$ cat config.mk
export PLATFORM = sky130hd
export DESIGN_NAME = piso_tx
export DESIGN_NICKNAME = d
export VERILOG_FILES = /design/src/rtl/piso_tx.sv
export SDC_FILE = /design/constraint.sdc
export NUM_CORES = 1
export LEC_CHECK = 0
export CORE_AREA = 2 2 39 41
export CTS_CLUSTER_DIAMETER = 60
export DETAILED_ROUTE_END_ITERATION = 8
export DIE_AREA = 0 0 41 43
export MAX_ROUTING_LAYER = met4
export SYNTH_ARGS = -nofsm -noshare
export SYNTH_HDL_FRONTEND = slang
export SYNTH_SLANG_ARGS = --single-unit
$ cat constraint.sdc
create_clock -name clk -period 1.79 [get_ports clk]
set_input_delay 0.358 -clock clk [delete_from_list [all_inputs] [get_ports clk]]
set_output_delay 0.358 -clock clk [all_outputs]
set_load 0.02 [all_outputs]
$ cat src/rtl/piso_tx.sv
// -----------------------------------------------------------------------------
// piso_tx -- parallel-in serial-out transmitter.
//
// Accepts a WIDTH-bit word on a valid/ready handshake. It then shifts the word
// out one bit per clk rising edge on d_out, with frame qualifiers. This is the
// transmit end of the link that the `sipo` block receives. With LSB_FIRST=0 the
// MSB goes first, which matches the sipo shift-left convention.
//
// Optional feature (compile-time macro PIPO_PARITY_EN):
//   When defined, an even-parity bit (XOR of the loaded word) follows the last
//   data bit. The frame is then WIDTH+1 cycles long. done and load_ready move
//   to the parity cycle. When undefined, no parity state or logic exists.
//
// Parameters:
//   WIDTH      word width in bits, 2..32
//   LSB_FIRST  0 = MSB first, 1 = LSB first
//
// Ports:
//   clk         system clock, rising edge
//   rst         synchronous, active-high reset (priority over all inputs)
//   d_in        parallel word to transmit
//   load_valid  d_in is valid for loading
//   load_ready  transmitter accepts a word this cycle (combinational)
//   d_out       serial data bit (registered)
//   dout_valid  d_out carries a frame bit this cycle (registered)
//   done        one-cycle pulse coincident with the final frame bit (registered)
// -----------------------------------------------------------------------------
module piso_tx #(
    parameter int WIDTH     = 4,
    parameter bit LSB_FIRST = 1'b0
) (
    input  logic             clk,
    input  logic             rst,
    input  logic [WIDTH-1:0] d_in,
    input  logic             load_valid,
    output logic             load_ready,
    output logic             d_out,
    output logic             dout_valid,
    output logic             done
);

    localparam int CW = $clog2(WIDTH + 1);
    localparam logic [CW-1:0] LAST_IDX = CW'(WIDTH - 1);

`ifdef PIPO_PARITY_EN
    typedef enum logic [1:0] {IDLE, SHIFT, PAR} state_t;
`else
    typedef enum logic {IDLE, SHIFT} state_t;
`endif

    state_t           state, state_nxt;
    logic [WIDTH-1:0] sreg, sreg_nxt;
    logic [CW-1:0]    cnt, cnt_nxt;
    logic             d_out_nxt, dout_valid_nxt, done_nxt;
    logic             last_data, final_bit, accept;
    logic [CW-1:0]    cnt_inc;
`ifdef PIPO_PARITY_EN
    logic             par_q, par_nxt;
`endif

    // While in SHIFT, d_out is the bit at the "outgoing" end of sreg.
    // cnt is the index of that bit within the frame.
    assign last_data = (state == SHIFT) && (cnt == LAST_IDX);
    assign cnt_inc   = cnt + 1'b1;

`ifdef PIPO_PARITY_EN
    assign final_bit = (state == PAR);
`else
    assign final_bit = last_data;
`endif

    // Ready in the final-bit cycle lets the next frame follow with no gap.
    assign load_ready = (state == IDLE) || final_bit;
    assign accept     = load_valid && load_ready;

    always_comb begin
        // NOTE: every signal assigned here gets a default first so no
        // path leaves one unassigned, which would infer a latch.
        state_nxt      = state;
        sreg_nxt       = sreg;
        cnt_nxt        = cnt;
        d_out_nxt      = 1'b0;
        dout_valid_nxt = 1'b0;
        done_nxt       = 1'b0;
`ifdef PIPO_PARITY_EN
        par_nxt        = par_q;
`endif

        if (accept) begin
            state_nxt      = SHIFT;
            sreg_nxt       = d_in;
            cnt_nxt        = '0;
            d_out_nxt      = LSB_FIRST ? d_in[0] : d_in[WIDTH-1];
            dout_valid_nxt = 1'b1;
`ifdef PIPO_PARITY_EN
            par_nxt        = ^d_in;
`endif
        end else begin
            case (state)
                SHIFT: begin
                    if (last_data) begin
`ifdef PIPO_PARITY_EN
                        state_nxt      = PAR;
                        d_out_nxt      = par_q;
                        dout_valid_nxt = 1'b1;
                        done_nxt       = 1'b1;
`else
                        state_nxt      = IDLE;
`endif
                    end else begin
                        cnt_nxt        = cnt_inc;
                        dout_valid_nxt = 1'b1;
                        if (LSB_FIRST) begin
                            sreg_nxt  = sreg >> 1;
                            d_out_nxt = sreg[1];
                        end else begin
                            sreg_nxt  = sreg << 1;
                            d_out_nxt = sreg[WIDTH-2];
                        end
`ifndef PIPO_PARITY_EN
                        // done is registered, so raise it when entering the last data bit.
                        done_nxt = (cnt_inc == LAST_IDX);
`endif
                    end
                end
`ifdef PIPO_PARITY_EN
                PAR:     state_nxt = IDLE;
`endif
                default: state_nxt = IDLE;
            endcase
        end
    end

    always_ff @(posedge clk) begin
        // NOTE: sequential state uses non-blocking assignments only, so
        // every register samples pre-edge values regardless of statement order.
        if (rst) begin
            state      <= IDLE;
            sreg       <= '0;
            cnt        <= '0;
            d_out      <= 1'b0;
            dout_valid <= 1'b0;
            done       <= 1'b0;
`ifdef PIPO_PARITY_EN
            par_q      <= 1'b0;
`endif
        end else begin
            state      <= state_nxt;
            sreg       <= sreg_nxt;
            cnt        <= cnt_nxt;
            d_out      <= d_out_nxt;
            dout_valid <= dout_valid_nxt;
            done       <= done_nxt;
`ifdef PIPO_PARITY_EN
            par_q      <= par_nxt;
`endif
        end
    end

endmodule

==> impl_results.md, run 1 <==
- Final net count: 67
- Global-route wire length before repair: 1190 um
- Final non-filler cell total: 72
- Starting Density: 0.297
- Worst-path clk slew: 60 ps
- R2R Path End: cnt[2]
- Die span in x: 41 um
- # hold bufs at CTS: 0
- PortBufs: 10
- Clock Tree Root: clkbuf_4
- Num ports: 11
- R2r setup slk: 370 ps
- Tightest Pin Transition: 368 ps
- Setup TNS: 0 ps
- Most frequent cells in the layout: dfxtp_1, clkdlybuf4s50_1, nor2_1
- DRT antenna net count: 0
- Clk_lat worst skew: 260 ps
- Cells after Synth: 43
- Drt first pass iters: 4
- Critical path launch point type: flip-flop
- Dpl hpwl: 505 um
- CTS tree: done
- Pwr Density: 797 nW/um2
- Crit path depth: 5
- Detailed-route DRC error count: 0
- Final core utilization: 0.396
- Final hold vios: 0
- Setup Buffers After CTS: 0
- Slew headroom: 0.754
- Top delay family on crit path: adder cells
- Worst hold path class: flip-flop to flip-flop
- Netlist cell types: 21
- Via count: 324
- Core area: 1380 um2
- Minimum clock period: 1640 ps
- Total GRT Usage: 0.115
- Worst path slowest cell: dfxtp_1
- Mean post-synth cell area: 9.57 um2
- Fin crit share: 0.915
- Placer Congestion: 0.653
- Num CTS Buffers: 3
- DR iter-0 viols: 7
- Syn. warnings: 0
- Setup CP Type: flip-flop to primary output
- Crit path from: cnt[1]
- WP data required: 1430 ps
- Post-Place Cells: 68
- Routed wire per std cell: 10.2 um
- Fillcell total: 151
- Final setup fails: 0
- RSZ-0062 raised after global routing: false
- Congestion Overflow GR: 0
- Crit path cell chain: ha_1 > ha_1 > nor2b_4 > inv_2 > clkbuf_2
- Worst Path Buf+Inv: 2
- Max Clock Freq: 610 MHz
- Die extent in y: 43 um
- Rows: 14
- Pwr Total: 0.437 mW
- Worst R2R Path Depth: 6
- CP Max Fanout: 3
- Post-Syn Area: 412 um2
- Worst vdd ir: 0.396 mV
- Final WL: 732 um
- Ant diodes: 0
- Largest net degree at the start of global routing: 10
- Slowest stage delay, CP: 330 ps
- Yosys reg bits: 9
- DIE AREA: 1760 um2
- Status: finished, final reports clean
- Fin. max-slew vios: 0
- Layout cells sized above 1: 0.179
- CTS max path bufs: 2
- Crit. End Element: primary output
- WHS Path Cells: 2
- Vias in the first global route: 277
- Max cap viols: 0
- Sequential area share after synthesis: 0.438
- Antenna violations before repair: 0
- H-tree depth: 1
- Leak pwr: 0.221 nW
- Crit path DAT: 1280 ps
- Syn nets: 53
- Crit Reg-Reg Startpoint: cnt[1]
- Worst hold path startpoint: sreg[2]
- Skew final: 7.52 ps
- CTS Sinks: 9
- Vias/cell: 4.50
- Layout area overhead: 33.1%
- Worst hold endpoint: d_out
- CP dominant cell by count: ha_1
==> metal layers <==
metal	wire length (um)	vias up	track usage
li1	-	171	-
met1	366	141	0.133
met2	298	10	0.125
met3	45	2	0.0785
met4	22	0	0.100
met5	0	-	-
==> sequential cells by signal, indices dropped and copies added, names as in the netlist <==
register and flops:
sreg 3, d_out 1, done 1, state 1, cnt 3
==> area by class of cell <==
cell class	instances	area [um2]	area share
repair buffers	12	110	0.201
well taps	16	20.0	0.0365
multi-input cells	28	200	0.365
clock buffers	4	26.3	0.0479
inverters	3	11.3	0.0205
flip-flops and latches	9	180	0.329
==> cell usage after synthesis <==
master | count | area, um2
nor2b_4 | 1 | 13.8
mux2i_1 | 3 | 30.0
buf_6 | 1 | 11.3
inv_1 | 2 | 7.51
nand2b_1 | 1 | 6.26
nand3b_1 | 1 | 7.51
or3_4 | 1 | 11.3
ha_1 | 3 | 37.5
clkbuf_1 | 1 | 3.75
nor2_1 | 4 | 15.0
buf_2 | 1 | 5.00
inv_2 | 1 | 3.75
nor3_1 | 2 | 10.0
nand2_1 | 3 | 11.3
a21oi_1 | 3 | 15.0
a211oi_1 | 2 | 15.0
a21oi_2 | 1 | 8.76
nand3_1 | 1 | 5.00
dfxtp_1 | 9 | 180
or3_1 | 1 | 6.26
or2b_1 | 1 | 7.51
==> worst max path at each step <==
stage / slack [ps] / to
floorplan: 450 / load_ready
global placement: 60 / load_ready
detailed placement: 40 / load_ready
CTS: 9 / load_ready
global route: 90 / load_ready
finish: 150 / load_ready
==> per-stage QoR <==
step / hold WS [ps] / setup WS [ps] / area [um2]
floorplan: 431 / 447 / 412
global placement: 445 / 56.3 / 527
detailed placement: 447 / 42.0 / 527
CTS: 460 / 9.09 / 553
global route: 477 / 88.5 / 548
finish: 457 / 152 / 548
==> worst reg2reg max path, cell delays in order (launching register included) <==
cell and delay, ps:
dfxtp_1 360, ha_1 170, ha_1 180, nor2b_4 50, buf_4 150, or3_4 330, a21oi_2 120
==> power breakdown <==
| part | total [mW] | switching (mW) | internal (mW) |
|---|---|---|---|
| logic | 0.0675 | 0.0315 | 0.0360 |
| registers | 0.216 | 0.00490 | 0.211 |
| clock network | 0.153 | 0.0676 | 0.0857 |
| total | 0.437 | 0.104 | 0.333 |
==> kinds of logic after synthesis <==
| kind of cell | share of synthesized area |
|---|---|
| AND/OR/NAND/NOR | 0.228 |
| AO/OA/AOI/OAI | 0.0942 |
| flip-flops | 0.438 |
| adder cells (fa/ha/maj) | 0.0912 |
| buffers and inverters | 0.0760 |
| multiplexers | 0.0730 |
==> repair_timing <==
item | 4_1_cts | 5_1_grt
resized for setup | 2 | 1
setup endpoints to repair | 1 | 1
pin swaps | 0 | 0
hold endpoints to repair | 0 | 0
gates cloned | 0 | 0
Power figures use the tool's default switching activity.
==> run 2: changes to the inputs <==
Settings changed: ABC_AREA set to 0.
Clock period 1.79 ns to 1.4 ns, I/O delays scaled along.
==> impl_results.md, run 2 (same netlist as run 1, synthesis figures left out) <==
- Num ports: 11 (unchanged)
- DRT antenna net count: 0 (unchanged)
- Crit path DAT: 1200 ps (-80 ps)
- Global-route wire length before repair: 1280 um (+7.5%)
- Largest regs: cnt (3), sreg (3)
- Worst hold path class: flip-flop to flip-flop
- Antenna violations before repair: 0 (unchanged)
- Fin. max-slew vios: 0 (unchanged)
- Total GRT Usage: 0.119 (+0.00401)
- Slew headroom: 0.752 (-0.00219)
- Setup Buffers After CTS: 0 (unchanged)
- Top delay family on crit path: flip-flops
- Tightest Pin Transition: 372 ps (+3.27 ps)
- Final net count: 69 (+3.0%)
- Pre-CTS WS: -266 ps (-308 ps)
- R2r setup slk: 50 ps (-320 ps)
- Final hold vios: 0 (unchanged)
- Num CTS Buffers: 3 (unchanged)
- Vias/cell: 4.61 (+2.4%)
- Max Clock Freq: 676 MHz
- Worst vdd ir: 0.350 mV (-12%)
- Clk_lat worst skew: 260 ps (about the same)
- Status: complete, but fails checks
- PortBufs: 10 (unchanged)
- Routed wire per std cell: 11.7 um (+15%)
- Most frequent cells in the layout: dfxtp_1, clkdlybuf4s50_1, nor2_1, buf_4
- Leak pwr: 0.244 nW (+10%)
- H-tree depth: 1 (unchanged)
- Pwr Density: 968 nW/um2 (+22%)
- Final WL: 867 um (+18%)
- Switch share: 0.252 (+0.0142)
- Crit Reg-Reg Startpoint: cnt[1]
- Minimum clock period: 1480 ps
- Die extent in y: 43 um (unchanged)
- CTS Sinks: 9 (unchanged)
- Final setup fails: 1 (+1)
- Reg power frac: 0.484 (-0.010)
- Ant diodes: 0 (unchanged)
- Clock Tree Root: clkbuf_4
- Crit path cell chain: ha_4 > ha_4 > nor2b_4 > inv_2 > buf_6
- Setup TNS: -79.5 ps (-79.5 ps)
- Dpl hpwl: 567 um (+12%)
- Placer Congestion: 0.650 (-0.44%)
- Final core utilization: 0.429 (+0.0325)
- Worst hold path startpoint: sreg[2]
- Crit path from: cnt[1]
- # hold bufs at CTS: 0 (unchanged)
- Starting Density: 0.297 (unchanged)
- Largest net degree at the start of global routing: 10 (unchanged)
- Setup crit end: load_ready
- Fillcell total: 148 (-2.0%)
- DR iter-0 viols: 3 (-4)
- Switch Pwr: 0.145 mW (+39%)
- Setup CP Type: flip-flop to primary output
- Logic pwr share: 0.160 (+0.005)
- Hold slack: 458 ps (+0.323 ps)
- Detailed-route DRC error count: 0 (unchanged)
- Fin crit share: 1.06
- Congestion Overflow GR: 0 (unchanged)
- Rows: 14 (unchanged)
- Skew final: 1.56 ps (-5.97 ps)
- Critical path launch point type: flip-flop
- Max cap viols: 0 (unchanged)
- Vias in the first global route: 311 (+12%)
- Layout area overhead: 44.1%
- DIE AREA: 1760 um2 (unchanged)
- R2R Path End: cnt[2]
- Die span in x: 41 um (unchanged)
- WP data required: 1120 ps (-310 ps)
- Power share of the clock group: 0.356 (+0.005)
- Core area: 1380 um2 (unchanged)
- CP Max Fanout: 2 (-1)
- CP dominant cell by count: ha_4
- Via count: 341 (+5.2%)
- Crit. End Element: primary output
- CTS tree: done
- Layout cells sized above 1: 0.276 (+0.0973)
- Worst-path clk slew: 60 ps (about the same)
- P_int: 0.429 mW (+29%)
- Slowest stage delay, CP: 340 ps (about the same)
- Worst Path Buf+Inv: 2 (unchanged)
- CTS max path bufs: 2 (unchanged)
- Worst Slack Setup Final: -79.5 ps (-231 ps)
- RSZ-0062 raised after global routing: true
- Crit path depth: 5 (unchanged)
- Violated checks: negative setup slack
- Worst R2R Path Depth: 6 (unchanged)
- Drt first pass iters: 4 (unchanged)
- Worst path slowest cell: dfxtp_2
- Most common cell after layout, fill and taps aside: dfxtp_1
## run 2: cell types whose count changed in the layout (fill, tap and decap cells not counted)
cell	change
clkdlybuf4s50_1	-3
dlygate4sd2_1	+3
buf_4	+2
dfxtp_1	-2
dfxtp_2	+2
ha_1	-2
ha_4	+2
buf_6	+1
clkbuf_2	-1
## run 2: power by group through the flow
stage | Sequential [mW] | Clock, mW | Combinational, mW
2_1_floorplan | 0.285 | 0 | 0.0482
3_3_place_gp | 0.281 | 0 | 0.0925
3_5_place_dp | 0.282 | 0 | 0.0930
4_1_cts | 0.278 | 0.214 | 0.0922
5_1_grt | 0.280 | 0.222 | 0.0996
6_report | 0.278 | 0.204 | 0.0919
## run 2: cell type report
type | instances | area (um2) | share of cell area
Timing Repair Buffer | 14 | 128 | 0.215
Inverter | 3 | 11.3 | 0.0190
Multi-Input combinational cell | 28 | 225 | 0.380
Tap cell | 16 | 20.0 | 0.0338
Clock buffer | 4 | 26.3 | 0.0443
Sequential cell | 9 | 183 | 0.308
## run 2: layer usage
layer  wire length [um]  global-route usage
met1                406               0.139
met3                 43              0.0314
met4                 25               0.100
met2                391               0.159
met5                  0                   -
## run 2: per-stage QoR
stage / power, mW / cells / cell area, um2
2_1_floorplan: 0.334 / 43 / 412
3_3_place_gp: 0.374 / 70 / 542
3_5_place_dp: 0.375 / 70 / 542
4_1_cts: 0.584 / 74 / 593
5_1_grt: 0.601 / 74 / 593
6_report: 0.574 / 74 / 593
## run 2: worst reg2reg max path, delay by kind of cell, from the launching register on
| kind | cells | cell delay, ps |
|---|---|---|
| adder cells (fa/ha/maj) | 2 | 320 |
| flip-flops | 1 | 340 |
| AO/OA/AOI/OAI | 1 | 110 |
| buffers and inverters | 1 | 160 |
| AND/OR/NAND/NOR | 2 | 370 |
## run 2: what timing repair did
action                                  CTS  global route
endpoints found under the setup margin    5             1
resized for setup                        15             0
pin swaps                                 0             0
## run 2: worst min-delay path by stage
stage          endpoint  slack [ps]  cells past startpoint
2_1_floorplan     d_out         430                      2
3_3_place_gp      d_out         440                      2
3_5_place_dp      d_out         450                      2
4_1_cts           d_out         460                      2
5_1_grt           d_out         490                      2
6_report          d_out         460                      2
